--- src/rtl/tnet_pkg.sv ---
// Shared tNet definitions: header field map, special constants and the TX queue state encoding.
package tnet_pkg;

    localparam int OP_LSB    = 56;
    localparam int OP_W      = 4;
    localparam int FLAGS_LSB = 50;
    localparam int FLAGS_W   = 6;
    localparam int DST_LSB   = 40;
    localparam int DST_W     = 10;
    localparam int SRC_LSB   = 30;
    localparam int SRC_W     = 10;
    localparam int STEP_LSB  = 20;
    localparam int STEP_W    = 10;
    localparam int HDT_LSB   = 0;
    localparam int HDT_W     = 20;
    localparam int DATA_W    = 64;

    // Queue entry layout, MSB first: {op, flags, dst, hdt, data}
    localparam int ENTRY_W = OP_W + FLAGS_W + DST_W + HDT_W + DATA_W;

    localparam int               SYNC_BIT  = 5;
    localparam logic [DST_W-1:0] DST_BCAST = 10'h3FF;

    typedef enum logic [1:0] {
        ST_IDLE  = 2'd0,
        ST_REQ   = 2'd1,
        ST_REL   = 2'd2,
        ST_ABORT = 2'd3
    } tq_st_t;

    function automatic logic [63:0] build_header(
        input logic [OP_W-1:0]    op,
        input logic [FLAGS_W-1:0] flags,
        input logic [DST_W-1:0]   dst,
        input logic [SRC_W-1:0]   src,
        input logic [HDT_W-1:0]   hdt
    );
        logic [63:0] h;
        h = '0;
        h[OP_LSB +: OP_W]       = op;
        h[FLAGS_LSB +: FLAGS_W] = flags;
        h[DST_LSB +: DST_W]     = dst;
        h[SRC_LSB +: SRC_W]     = src;
        h[STEP_LSB +: STEP_W]   = '0;
        h[HDT_LSB +: HDT_W]     = hdt;
        return h;
    endfunction

endpackage

--- src/rtl/tnet_tx_fifo.sv ---
// Show-ahead FIFO for queued TX commands: the head entry is readable the cycle after it is written.
module tnet_tx_fifo
    import tnet_pkg::*;
#(
    parameter int DEPTH_LOG2 = 2,
    parameter int WIDTH      = ENTRY_W
) (
    input  logic                  clk_i,
    input  logic                  rst_i,
    input  logic                  push_i,
    input  logic [WIDTH-1:0]      wdata_i,
    input  logic                  pop_i,
    output logic [WIDTH-1:0]      rdata_o,
    output logic                  full_o,
    output logic                  empty_o,
    output logic [DEPTH_LOG2:0]   count_o
);

    localparam int DEPTH = 1 << DEPTH_LOG2;

    logic [WIDTH-1:0]      mem_q [DEPTH];
    logic [DEPTH_LOG2-1:0] wr_ptr_q;
    logic [DEPTH_LOG2-1:0] rd_ptr_q;
    logic [DEPTH_LOG2:0]   count_q;
    logic                  do_push;
    logic                  do_pop;

    assign full_o  = (count_q == (DEPTH_LOG2+1)'(DEPTH));
    assign empty_o = (count_q == '0);
    assign count_o = count_q;
    assign rdata_o = mem_q[rd_ptr_q];
    assign do_push = push_i & ~full_o;
    assign do_pop  = pop_i & ~empty_o;

    always_ff @(posedge clk_i) begin
        if (do_push) begin
            mem_q[wr_ptr_q] <= wdata_i;
        end
    end

    always_ff @(posedge clk_i or posedge rst_i) begin
        if (rst_i) begin
            wr_ptr_q <= '0;
            rd_ptr_q <= '0;
            count_q  <= '0;
        end else begin
            if (do_push) wr_ptr_q <= wr_ptr_q + 1'b1;
            if (do_pop)  rd_ptr_q <= rd_ptr_q + 1'b1;
            case ({do_push, do_pop})
                2'b10:   count_q <= count_q + 1'b1;
                2'b01:   count_q <= count_q - 1'b1;
                default: count_q <= count_q;
            endcase
        end
    end

endmodule

--- src/rtl/tnet_tx_queue.sv ---
// tNet transmit queue: buffers commands, builds headers and drives the tx_req/tx_ack
// four-phase handshake, retrying any transfer the link aborts.
module tnet_tx_queue
    import tnet_pkg::*;
#(
    parameter int DEPTH_LOG2 = 2,
    parameter int ACK_TO     = 1023
) (
    input  logic                  user_clk_i,
    input  logic                  user_rst_i,
    input  logic [SRC_W-1:0]      ID,
    input  logic                  link_ready_i,
    input  logic                  s_cmd_valid_i,
    output logic                  s_cmd_ready_o,
    input  logic [OP_W-1:0]       s_cmd_op_i,
    input  logic [FLAGS_W-1:0]    s_cmd_flags_i,
    input  logic [DST_W-1:0]      s_cmd_dst_i,
    input  logic [HDT_W-1:0]      s_cmd_hdt_i,
    input  logic [DATA_W-1:0]     s_cmd_data_i,
    output logic                  tx_req_o,
    output logic [63:0]           tx_header_o,
    output logic [DATA_W-1:0]     tx_data_o,
    input  logic                  tx_ack_i,
    output logic [DEPTH_LOG2:0]   q_cnt_o,
    output logic [7:0]            err_cnt_o,
    output logic [1:0]            state_o
);

    tq_st_t              state_q;
    logic                req_q;
    logic [63:0]         header_q;
    logic [DATA_W-1:0]   data_q;
    logic [9:0]          timer_q;
    logic [7:0]          err_cnt_q;
    logic [7:0]          err_cnt_d;
    logic [ENTRY_W-1:0]  head;
    logic                full;
    logic                empty;
    logic                pop;
    logic                timeout;
    logic                err_inc;

    tnet_tx_fifo #(
        .DEPTH_LOG2 (DEPTH_LOG2),
        .WIDTH      (ENTRY_W)
    ) u_fifo (
        .clk_i   (user_clk_i),
        .rst_i   (user_rst_i),
        .push_i  (s_cmd_valid_i),
        .wdata_i ({s_cmd_op_i, s_cmd_flags_i, s_cmd_dst_i, s_cmd_hdt_i, s_cmd_data_i}),
        .pop_i   (pop),
        .rdata_o (head),
        .full_o  (full),
        .empty_o (empty),
        .count_o (q_cnt_o)
    );

    assign s_cmd_ready_o = ~full;
    assign timeout       = (timer_q == 10'(ACK_TO));
    // The head leaves the queue only once the release phase completes with the link still up.
    assign pop           = (state_q == ST_REL) & ~tx_ack_i & link_ready_i;
    assign err_inc       = ((state_q == ST_REQ) & ~tx_ack_i & (timeout | ~link_ready_i))
                         | ((state_q == ST_REL) & ~tx_ack_i & ~link_ready_i);
    assign err_cnt_d     = (err_inc && err_cnt_q != 8'hFF) ? err_cnt_q + 8'd1 : err_cnt_q;

    always_ff @(posedge user_clk_i or posedge user_rst_i) begin
        if (user_rst_i) begin
            state_q   <= ST_IDLE;
            req_q     <= 1'b0;
            header_q  <= '0;
            data_q    <= '0;
            timer_q   <= '0;
            err_cnt_q <= '0;
        end else begin
            err_cnt_q <= err_cnt_d;
            case (state_q)
                ST_IDLE: begin
                    timer_q <= '0;
                    if (~empty & link_ready_i) begin
                        header_q <= build_header(head[ENTRY_W-1 -: OP_W],
                                                 head[ENTRY_W-OP_W-1 -: FLAGS_W],
                                                 head[DATA_W+HDT_W +: DST_W],
                                                 ID,
                                                 head[DATA_W +: HDT_W]);
                        data_q   <= head[DATA_W-1:0];
                        req_q    <= 1'b1;
                        state_q  <= ST_REQ;
                    end
                end
                ST_REQ: begin
                    if (tx_ack_i) begin
                        req_q   <= 1'b0;
                        state_q <= ST_REL;
                    end else if (timeout | ~link_ready_i) begin
                        req_q   <= 1'b0;
                        state_q <= ST_ABORT;
                    end else begin
                        timer_q <= timer_q + 10'd1;
                    end
                end
                ST_REL: begin
                    if (~tx_ack_i) state_q <= ST_IDLE;
                end
                default: begin
                    if (~tx_ack_i) state_q <= ST_IDLE;
                end
            endcase
        end
    end

    assign tx_req_o    = req_q;
    assign tx_header_o = header_q;
    assign tx_data_o   = data_q;
    assign err_cnt_o   = err_cnt_q;
    assign state_o     = state_q;

endmodule

--- config.mk ---
export PLATFORM = sky130hd
export DESIGN_NAME = tnet_tx_queue
export DESIGN_NICKNAME = d
export VERILOG_FILES = /design/src/rtl/tnet_pkg.sv /design/src/rtl/tnet_tx_fifo.sv /design/src/rtl/tnet_tx_queue.sv
export SDC_FILE = /design/constraint.sdc
export NUM_CORES = 1
export LEC_CHECK = 0
export CORE_MARGIN = 3
export CORE_UTILIZATION = 55
export CTS_CLUSTER_DIAMETER = 150
export CTS_CLUSTER_SIZE = 24
export DETAILED_ROUTE_END_ITERATION = 10
export PLACE_DENSITY = 0.79
export REMOVE_ABC_BUFFERS = 1
export SLEW_MARGIN = 15
export SYNTH_ARGS = -nofsm -noshare
export SYNTH_HDL_FRONTEND = slang
export SYNTH_SLANG_ARGS = --single-unit
--- constraint.sdc ---
create_clock -name user_clk_i -period 5.4 [get_ports user_clk_i]
set_clock_uncertainty 0.1 [all_clocks]
set_input_delay 1.08 -clock user_clk_i [delete_from_list [all_inputs] [get_ports user_clk_i]]
set_output_delay 1.08 -clock user_clk_i [all_outputs]
set_load 0.01 [all_outputs]
# After elaboration in Yosys (flattened, before gate mapping)
# Memory sizes are Yosys's and may differ from the RTL's. A register that Yosys moved wholly into a read port is not among the register bits.
# Index checks and enable logic that the tools add are counted.
# op_classes
bitwise_logic,14
muxes,15
n_eq_ne,12
n_addsub,6
order_cmp,0
div,0
multipliers,0
reduce_logical,9
n_shift,0
# ops
op,n
2-to-1 mux 10 bit,2
case mux 10 bit (2 select lines),1
"adder 10 x 1 -> 10 bit, second input constant",1
"== test 10 bit, second input constant",1
AND reduction 3 bit,3
"adder 8 x 1 -> 8 bit, second input constant",1
bitwise AND 1 bit,8
2-to-1 mux 2 bit,4
"inequality test 8 bit, second input constant",1
"inequality test 2 bit, second input constant",3
case mux 3 bit (2 select lines),1
2-to-1 mux 1 bit,5
"adder 2 x 1 -> 2 bit, second input constant",2
"== test 2 x 1 -> 1 bit, second input constant",2
"== test 2 bit, second input constant",2
inverter 1 bit,4
case mux 2 bit (2 select lines),1
nonzero test 2 bit,2
"adder 3 x 1 -> 3 bit, second input constant",1
"== test 3 bit, second input constant",1
zero test 3 bit,1
"inequality test 3 x 1 -> 1 bit, second input constant",1
"inequality test 3 x 2 -> 1 bit, second input constant",1
"subtractor 3 x 1 -> 3 bit, second input constant",1
other kinds (5),6
# word_totals
memories,1
latch_bits,0
regBits,78
input_bits,119
mem_bits_ro,0
word_cells,65
ram_bits,416
# mem_list
name,depth,word_bits,rd,rd_ports_with_merged_regs,write_ports,line_no,text
u_fifo.mem_q,4,104,1,1,1,tnet_tx_fifo.sv:21,logic [WIDTH-1:0] mem_q [DEPTH];

# Depth between registers and ports, before layout
# Gate-level depths: netlist of run 1.
# depth
depth_word,6
depth_mapped,10

# By module
# Synthesis of run 1 repeated with hierarchy kept, for this count alone.
# hier_totals
hier_cells,966
hier_area_um2,21040.2
# by_module_without_submodules
mod,seq_area_each_um2,n_inst,cells_per_inst,area_per_inst_um2
tnet_tx_fifo,12667.1,1,582,15422.3
tnet_tx_queue,3378.2,1,384,5617.9

# Least setup slack after synthesis of run 1
# Ideal clock, no wire load.
# synth_path
path_type,input to register
from,input s_cmd_valid_i
to,"memory u_fifo.mem_q[0][0] (netlist name), enable pin"
arrival_time_ps,3523
slack_ps,1302
path_stages,1
setup_ps,476
path_cell_list,and3_1
# synth_between
elab_chain_len,3
# synth_lines
element,line_no,text
"start, declared",tnet_tx_queue.sv:13,"input logic s_cmd_valid_i,"
bitwise AND 1 bit,tnet_tx_fifo.sv:32,assign do_push = push_i & ~full_o;
2-to-1 mux 1 bit,tnet_tx_fifo.sv:36,if (do_push) begin
2-to-1 mux 1 bit (implied by the code),tnet_tx_fifo.sv:37,mem_q[wr_ptr_q] <= wdata_i;
"end, declared",tnet_tx_fifo.sv:21,
# No other way between the ends.

# Worst setup path in the final report of run 1
# layout_path
from,"register u_fifo.count_q[1], in the netlist u_fifo.count_o[1]"
to,output s_cmd_ready_o
# layout_between
elab_chain_len,2
# layout_lines
element,line_no,text
"start, declared",tnet_tx_fifo.sv:24,logic [DEPTH_LOG2:0] count_q;
"start signal, assigned",tnet_tx_fifo.sv:50,2'b10: count_q <= count_q + 1'b1;
"start signal, assigned",tnet_tx_fifo.sv:51,2'b01: count_q <= count_q - 1'b1;
"start signal, assigned",tnet_tx_fifo.sv:52,default: count_q <= count_q;
== test 3 bit,tnet_tx_fifo.sv:28,assign full_o = (count_q == (DEPTH_LOG2+1)'(DEPTH));
inverter 1 bit,tnet_tx_queue.sv:58,assign s_cmd_ready_o = ~full;
"end, declared",tnet_tx_queue.sv:14,"output logic s_cmd_ready_o,"
# No other way between the ends.

==> reports/metrics.cfg, run 1 <==
[cells_and_area]
multi_input_area_um2 = 4600
final_cell_area_um2 = 24800
synthToLayoutAreaGrowth_pct = 18.2
final_nets = 1331
layout-drive-gt1-share = 0.231
ff_latch_area_um2 = 16100
fin_cells = 1730
fillers = 2438

[power_and_ir_drop]
swShare = 0.288
p_int_uw = 9140
power_density_nw_per_um2 = 518
power.switching_uw = 3690
combPwrFrac = 0.321
p_total_uw = 12800
seq_power_share = 0.504
pwr-share-clk = 0.175
peakVddDrop_mv = 0.323
p_leak_uw = 0.00850

[drt]
dr.first_iter.drc_count = 665
wl_mm = 40.2
drc = 0
ant_nets = 0
via_per_inst = 5.71
dr.pass1.iters = 4
wire_per_inst_um = 23.2
vias = 9876

[global_routing]
antenna_found_initial = 6
grt_pass1_vias = 10500
grt_pass1_wl_mm = 62.1
grtUsageTotal = 0.197
grt_max_degree = 91
grt_overflow = 0

[synth]
synthCells = 957
yosysWarnings = 0
synth_area_per_cell_um2 = 21.9
yosysSeqAreaShare = 0.766
synth_adder_area_share = 0.00514
synth_cell_types = 51
synth_xor_area_frac = 0.00502
synth_compound_area_frac = 0.00956
synth_edf_count = 416
synth-main-ff-cell = edfxtp_1
synthSimpleGateAreaFrac = 0.0198
synth_area_um2 = 20900
muxShareOfSynthArea = 0.176
synth_top_family_by_area = multiplexers
async_flop_share = 0.254
synth_seq_cells = 558

[clock_network]
cts_buffers = 27
cts_tree = built
clock_path_buffers = 3
post_cts_resized = 0
cts_setup_buffers = 0
clock_sinks = 558
clkLatencyLatePin_ns = 0.58
cts_root_buffer = clkbuf_16
ctsHoldBuffers = 0
h-tree-depth = 1
path_clk_slew_ns = 0.10

[floorplan]
io_pins = 262
die_w_um = 201
die-area_um2 = 40500
coreArea_um2 = 37000
die_y_um = 201
start_util = 0.565
rows = 70

[sta]
hold_viol_final = 0
slew_viol_final = 0
period_needed_ns = 3.11
setup_tns_ns = 0
setup_viol = 0
period_share = 0.576
slew_headroom = 0.340
fmax_ghz = 0.321
rsz0062_at_grt = false
tightest_slew_ns = 0.991

[setup_path]
arrival_ns = 1.93
cp_max_fo = 6
critPathCaptureType = output port
r2r_slack_ns = 2.69
critPathKind = flip-flop to output port
reg2regPathDepth = 8
cp-start-kind = flip-flop
required_ns = 4.22

[worst_hold_path]
hold_depth = 1
min_path_type = flip-flop to flip-flop

[placement]
placed_cell_area_um2 = 24000
place_inst = 1679
dp_hpwl_mm = 24.1
portBuffers = 247
routabilityCongestion = 0.798

[run_status]
outcome = completed

[flow_run]
maxCapViolCount = 0

layout by cell type, fill, tap and decap left out, types with 2 or more instances in the layout:
cell type and instances:
clkdlybuf4s50_1 247, or4_1 3, a41oi_1 2, and3_1 5, a221o_1 2, diode_2 3, nor2_1 5, o211ai_1 3
nor2b_1 4, nand3_1 7, nand4_1 5, mux4_2 104, conb_1 14, ha_1 7, buf_4 8, and2_1 4
mux2_4 2, and3_4 4, o31ai_1 2, nor4_1 4, xor2_1 3, clkbuf_16 27, a21oi_1 3, buf_12 5
dfrtp_1 140, inv_16 2, xnor2_1 9, clkbuf_1 19, nand2_1 12, nand2b_1 3, edfxtp_1 416, mux2_2 116
dfrtp_4 2, inv_1 9
cell families (layout without fill, tap and decap cells):
kind of cell,Yosys count,count (layout)
adder cells (fa/ha/maj),8,8
multiplexers,223,223
buffers and inverters,65,318
XOR/XNOR,12,12
flip-flops,558,558
other,1,17
AND/OR/NAND/NOR,66,66
AO/OA/AOI/OAI,24,24
worst max-delay path: stages, from the launching register on:
cell and delay (ns):
dfrtp_1 0.42, inv_1 0.14, nand3_1 0.24, clkdlybuf4s50_1 0.56
path summary, 6_finish.rpt:
check                                   from           endpoint
hold reg to reg                 err_cnt_o[4]       err_cnt_o[4]
min in group asynchronous         user_rst_i    tx_header_o[34]
setup / recovery           u_fifo.count_o[1]      s_cmd_ready_o
hold / removal                  err_cnt_o[4]       err_cnt_o[4]
max in group asynchronous         user_rst_i     tx_header_o[3]
setup reg to reg                  state_o[1]  u_fifo.count_o[2]
cells in the mapped netlist (all sizes together) (5+ instances only):
| cell | number | area, µm² |
|---|---|---|
| dfrtp | 142 | 3550 |
| mux4 | 104 | 2340 |
| nand3 | 9 | 62.6 |
| nand4 | 7 | 65.1 |
| and3 | 9 | 56.3 |
| mux2 | 118 | 1340 |
| clkbuf | 11 | 41.3 |
| edfxtp | 416 | 12500 |
| ha | 7 | 87.6 |
| xnor2 | 9 | 78.8 |
| nand2 | 12 | 45.0 |
| nor2 | 5 | 18.8 |
| inv | 10 | 37.5 |
| buf | 44 | 300 |
per-stage QoR:
step                hold slack (ns)  utilization  setup WS (ns)
floorplan                     0.405            -          0.169
global placement              0.378        0.647           1.83
detailed placement            0.391        0.647           1.76
CTS                           0.405        0.668           2.28
global route                  0.428        0.668           2.15
finish                        0.398        0.668           2.29
metal layers:
| layer | part of all wire | vias to the layer above | routed length [µm] | global-route usage |
|---|---|---|---|---|
| met1 | 0.43 | 5241 | 17100 | 0.280 |
| li1 | - | 4307 | - | - |
| met5 | 0.0013 | - | 52 | 0 |
| met3 | 0.058 | 53 | 2350 | 0.0382 |
| met2 | 0.49 | 267 | 19800 | 0.323 |
| met4 | 0.022 | 8 | 876 | 0.0439 |
state kept, by name, summed over array words and instances (netlist names):
signal / flops
err_cnt_o: 8
state_o: 2
timer_q: 10
tx_data_o: 64
tx_header_o: 50
tx_req_o: 1
u_fifo.count_o: 3
u_fifo.mem_q: 416
u_fifo.rd_ptr_q: 2
u_fifo.wr_ptr_q: 2
power by group through the flow:
stage / clock network (µW) / logic (µW) / registers [µW]
6_report: 2250 / 4120 / 6460
5_1_grt: 2460 / 4420 / 6590
4_1_cts: 2300 / 4210 / 6480
3_5_place_dp: 0 / 4190 / 6560
3_3_place_gp: 0 / 4110 / 6510
2_1_floorplan: 0 / 2280 / 6810
layout make-up:
cell class,instances,area share
inverter,10,0.00172
antenna,3,0.000303
clock inverter,2,0.00162
timing repair buffer,260,0.106
tap,504,0.0255
sequential,558,0.649
clock buffer,46,0.0302
multi-input combinational,347,0.186
(Power assumes the default switching activity.)
==> inputs of run 2 (changes only) <==
Clock period 5.4 ns to 3.26 ns, I/O delays scaled along.
==> run 2 against run 1 <==
Effect of this change: core utilization rose by 0.60 points; design area is 0.90% higher; largest power group unchanged; via count is 0.61% higher; critical path type unchanged.
==> reports/metrics.cfg, run 2 (synthesized netlist as in run 1, its figures left out) <==
[clock_network]
h-tree-depth = 1  ; unchanged
cts_buffers = 27  ; unchanged
cts_tree = built
clkLatencyLatePin_ns = 0.57  ; about the same
ctsHoldBuffers = 0  ; unchanged
path_clk_slew_ns = 0.09  ; about the same
cts_root_buffer = clkbuf_16
clock_sinks = 558  ; unchanged
post_cts_resized = 0  ; unchanged
cts_setup_buffers = 0  ; unchanged
clock_path_buffers = 3  ; unchanged

[power_and_ir_drop]
swShare = 0.284  ; -0.00353
p_leak_uw = 0.00861  ; +1.3%
pwr-share-clk = 0.172  ; -0.003
seq_power_share = 0.491  ; -0.013
p_total_uw = 21300  ; +66%
peakVddDrop_mv = 0.582  ; +80%
combPwrFrac = 0.337  ; +0.016
power.switching_uw = 6070  ; +64%
power_density_nw_per_um2 = 855  ; +65%
p_int_uw = 15300  ; +67%

[flow_run]
maxCapViolCount = 0  ; unchanged

[setup_path]
max_stage_delay_ns = 0.59  ; +0.03 ns
crit_slowest_cell = clkdlybuf4s50_1
required_ns = 2.51  ; -1.71 ns
reg2regPathDepth = 8  ; unchanged
arrival_ns = 1.90  ; -0.03 ns
critPathKind = flip-flop to output port
crit_chain = inv_1 -> nand3_1 -> clkdlybuf4s50_1
critPathCaptureType = output port
cp_max_fo = 6  ; unchanged
cp-start-kind = flip-flop

[floorplan]
io_pins = 262  ; unchanged
die-area_um2 = 40500  ; unchanged
die_y_um = 201  ; unchanged
coreArea_um2 = 37000  ; unchanged
rows = 70  ; unchanged
start_util = 0.565  ; unchanged
die_w_um = 201  ; unchanged

[drt]
via_per_inst = 5.69  ; -0.26%
vias = 9936  ; +0.61%
dr.first_iter.drc_count = 514  ; -23%
wire_per_inst_um = 22.6  ; -2.4%
ant_nets = 0  ; unchanged
drc = 0  ; unchanged
dr.pass1.iters = 4  ; unchanged
wl_mm = 39.5  ; -1.6%

[placement]
dp_hpwl_mm = 24.4  ; +1.5%
portBuffers = 247  ; unchanged
placed_cell_area_um2 = 24200  ; +0.96%
routabilityCongestion = 0.798  ; about the same
dp_slack_ns = 0.247  ; -1.51 ns

[global_routing]
grt_pass1_vias = 10700  ; +2.3%
antenna_found_initial = 5  ; -1
grtUsageTotal = 0.198  ; +0.00174
grt_overflow = 0  ; unchanged
grt_max_degree = 81  ; -11%
grt_pass1_wl_mm = 62.4  ; +0.47%

[cells_and_area]
fillers = 2396  ; -1.7%
largest_reg_flops = 416  ; unchanged
multi_input_area_um2 = 4600  ; unchanged
ff_latch_area_um2 = 16100  ; unchanged
final_util = 0.674  ; +0.00604
layout-drive-gt1-share = 0.239  ; +0.00832
top_register = u_fifo.mem_q
final_cell_mix = 416 x edfxtp_1, 247 x clkdlybuf4s50_1, 140 x dfrtp_1
synthToLayoutAreaGrowth_pct = 19.3
final_common_cell = edfxtp_1
final_nets = 1345  ; +1.1%
final_cell_area_um2 = 25000  ; +0.90%

[sta]
period_needed_ns = 2.65
slew_headroom = 0.446  ; +0.107
setup_viol = 0  ; unchanged
slew_viol_final = 0  ; unchanged
rsz0062_at_grt = false
tightest_slew_ns = 0.826  ; -0.165 ns
period_share = 0.812
setup_tns_ns = 0  ; unchanged
finalWorstSetupSlack_ns = 0.611  ; -1.68 ns
hold_viol_final = 0  ; unchanged
fmax_ghz = 0.378

[run_status]
outcome = completed

[worst_hold_path]
min_path_type = primary input to asynchronous set/reset pin

## run 2: stage by stage
stage          std cells  hold slack [ns]
2_1_floorplan        915            0.405
3_3_place_gp        1693            0.379
3_5_place_dp        1693            0.387
4_1_cts             1743            0.301
5_1_grt             1745            0.344
6_report            1745            0.324
## run 2: cell type report
cell class                 count  area share
antenna                        2    0.000200
clock buffer                  48      0.0302
clock inverter                 2     0.00115
inverter                      10     0.00170
multi-input combinational    347       0.184
sequential                   558       0.643
tap                          504      0.0252
timing repair buffer         274       0.115
## run 2: metal layers
metal	routed length, µm	GRT usage	up-vias
li1	-	-	4338
met1	16300	0.272	5236
met2	20000	0.340	310
met3	2450	0.0349	46
met4	718	0.0437	6
met5	45	0	-
## run 2: critical path: cells and delay by family, from the launching register on
kind          cells  cell delay, ns
flops             1            0.43
simple gates      1            0.20
buf+inv           2            0.69
## run 2: path summary, 6_finish.rpt
| path | slack, ns | endpoint | start |
|---|---|---|---|
| setup / recovery | 0.61 | s_cmd_ready_o | u_fifo.count_o[0] |
| hold / removal | 0.32 | tx_header_o[34] | user_rst_i |
| setup reg to reg | 0.70 | u_fifo.count_o[2] | state_o[1] |
| hold reg to reg | 0.41 | err_cnt_o[4] | err_cnt_o[4] |
| max in group asynchronous | 2.13 | tx_data_o[53] | user_rst_i |
| min in group user_clk_i | 0.41 | err_cnt_o[4] | err_cnt_o[4] |
## run 2: power by group through the flow
| stage | Clock, µW | Sequential (µW) | Combinational [µW] |
|---|---|---|---|
| 2_1_floorplan | 0 | 11200 | 3650 |
| 3_3_place_gp | 0 | 10500 | 7220 |
| 3_5_place_dp | 0 | 10600 | 7360 |
| 4_1_cts | 3780 | 10500 | 7380 |
| 5_1_grt | 4050 | 10700 | 7730 |
| 6_report | 3680 | 10500 | 7190 |
==> inputs of run 3 (changes only) <==
Settings changed: CORE_UTILIZATION 55 to 50, PLACE_DENSITY 0.79 to 0.76.
Clock period 3.26 ns to 2.3 ns, I/O delays scaled along.
==> run 3 against run 2 <==
Effect of this change: sequential power up 40%; sequential cell count did not move; routed wire length is 1.8% higher; critical path depth shrank 1; via count grew 0.25%; non-clock buffer count is 28 higher; critical path type unchanged; largest power group unchanged.
==> reports/metrics.cfg, run 3 (synthesized netlist as in run 1, its figures left out) <==
[cells_and_area]
synthToLayoutAreaGrowth_pct = 21.0
layout-drive-gt1-share = 0.256  ; +0.0170
fin_cells = 1801  ; +3.2%
final_cell_mix = 416 x edfxtp_1, 246 x clkdlybuf4s50_1, 140 x dfrtp_1
largest_reg_flops = 416  ; unchanged
final_common_cell = edfxtp_1
final_nets = 1373  ; +2.1%
top_register = u_fifo.mem_q

[run_status]
outcome = completed

[drt]
top_layer = met5
via_per_inst = 5.53  ; -2.9%
wl_met3_mm = 2.18  ; -11%
dr.pass1.iters = 5  ; +1
vias = 9961  ; +0.25%
met2_length_mm = 20.5  ; +2.6%
drc = 0  ; unchanged
drt-met1-wl_mm = 16.8  ; +3.4%
dr.first_iter.drc_count = 698  ; +36%
ant_nets = 0  ; unchanged
wire_per_inst_um = 22.3  ; -1.4%
wl_mm = 40.2  ; +1.8%

[clock_network]
h-tree-depth = 1  ; unchanged
cts_root_buffer = clkbuf_16
clock_path_buffers = 3  ; unchanged
cts_buffers = 27  ; unchanged
cts_tree = built
clock_sinks = 558  ; unchanged
clkLatencyLatePin_ns = 0.57  ; about the same
path_clk_slew_ns = 0.09  ; about the same

[sta]
tightest_slew_ns = 0.517  ; -0.309 ns
hold_viol_final = 0  ; unchanged
period_needed_ns = 2.22
period_share = 0.965
slew_viol_final = 0  ; unchanged
fmax_ghz = 0.451
slew_headroom = 0.655  ; +0.209
rsz0062_at_grt = false
hold_ws_ns = 0.144  ; -0.180 ns
setup_viol = 0  ; unchanged

[floorplan]
start_util = 0.509  ; -0.0559
die-area_um2 = 44400  ; +9.7%
coreArea_um2 = 41100  ; +11%
io_pins = 262  ; unchanged
die_y_um = 211  ; +4.7%
die_w_um = 211  ; +4.7%
rows = 74  ; +5.7%

[placement]
dp_hpwl_mm = 25.3  ; +3.8%
portBuffers = 247  ; unchanged
place_inst = 1746  ; +3.1%
routabilityCongestion = 0.800  ; +0.20%

[setup_path]
critPathCaptureType = output port
crit_start = state_o[0]
critPathKind = flip-flop to output port
r2r_end = u_fifo.count_o[2]
worstReg2RegStart = u_fifo.count_o[0]
arrival_ns = 1.66  ; -0.24 ns
crit_end = state_o[0]
required_ns = 1.74  ; -0.77 ns
cp-start-kind = flip-flop
reg2regPathDepth = 9  ; +1
cp_max_fo = 12  ; +6
r2r_slack_ns = 0.18  ; -0.52 ns

[global_routing]
grt_pass1_vias = 10800  ; +0.62%
grt_overflow = 0  ; unchanged
antenna_found_initial = 7  ; +2
grtUsageTotal = 0.183  ; -0.0160
grt_max_degree = 55  ; -32%
grt_pass1_wl_mm = 62.5  ; +0.24%

[worst_hold_path]
min_path_type = primary input to asynchronous set/reset pin

[power_and_ir_drop]
power_density_nw_per_um2 = 1210  ; +42%
peakVddDrop_mv = 0.890  ; +53%
p_leak_uw = 0.00878  ; +2.0%

[flow_run]
maxCapViolCount = 0  ; unchanged

[run 3: power breakdown]
part	total, µW	internal [µW]	switching [µW]
logic	10800	6070	4720
clock network	5210	2260	2950
registers	14700	13700	1010
total	30700	22000	8680
[run 3: final cells by class]
type                    count  area, µm²
flip-flops and latches    558      16100
multi-input cells         347       4600
diodes                      3       7.51
repair buffers            302       3200
inverters                  10       42.5
clock buffers              48        754
fillers                  2898      15800
clock inverters             1       20.0
well taps                 532        666
[run 3: layer usage]
| layer | vias to the layer above | GRT usage |
|---|---|---|
| li1 | 4378 | - |
| met1 | 5301 | 0.250 |
| met2 | 225 | 0.313 |
| met3 | 47 | 0.0351 |
| met4 | 10 | 0.0356 |
| met5 | - | 0 |
[run 3: how the worst min path moves through the flow]
stage	end	slack (ns)	startpoint	cells past startpoint
after global placement	err_cnt_o[4]	0.38	err_cnt_o[4]	1
after detailed placement	err_cnt_o[4]	0.39	err_cnt_o[4]	1
after CTS	tx_data_o[57]	0.12	user_rst_i	2
final	tx_data_o[57]	0.14	user_rst_i	2
after floorplan	timer_q[7]	0.41	timer_q[7]	2
after global routing	tx_header_o[30]	0.13	user_rst_i	2
[run 3: worst max-delay path: stages (launching register included)]
cell,delay [ns]
dfrtp_1,0.35
buf_4,0.18
clkdlybuf4s50_1,0.56
[run 3: stage by stage]
stage                     power, µW  setup TNS, ns   util  cell area, µm²  worst slack [ns]
final                         30700              0  0.616           25300            0.0807
after global routing          32300              0  0.616           25300           0.00533
after CTS                     31200              0  0.616           25300            0.0333
after detailed placement      25900         -0.779  0.597           24500            -0.289
after global placement        25600         -0.600  0.597           24500            -0.290
after floorplan               20600       -1235.87      -           20700             -2.93
[run 3: repair_timing]
action / CTS / global route
hold buffers: 0 / 0
setup buffers: 3 / 0
endpoints found under the setup margin: 1 / 4
resized for setup: 2 / 1
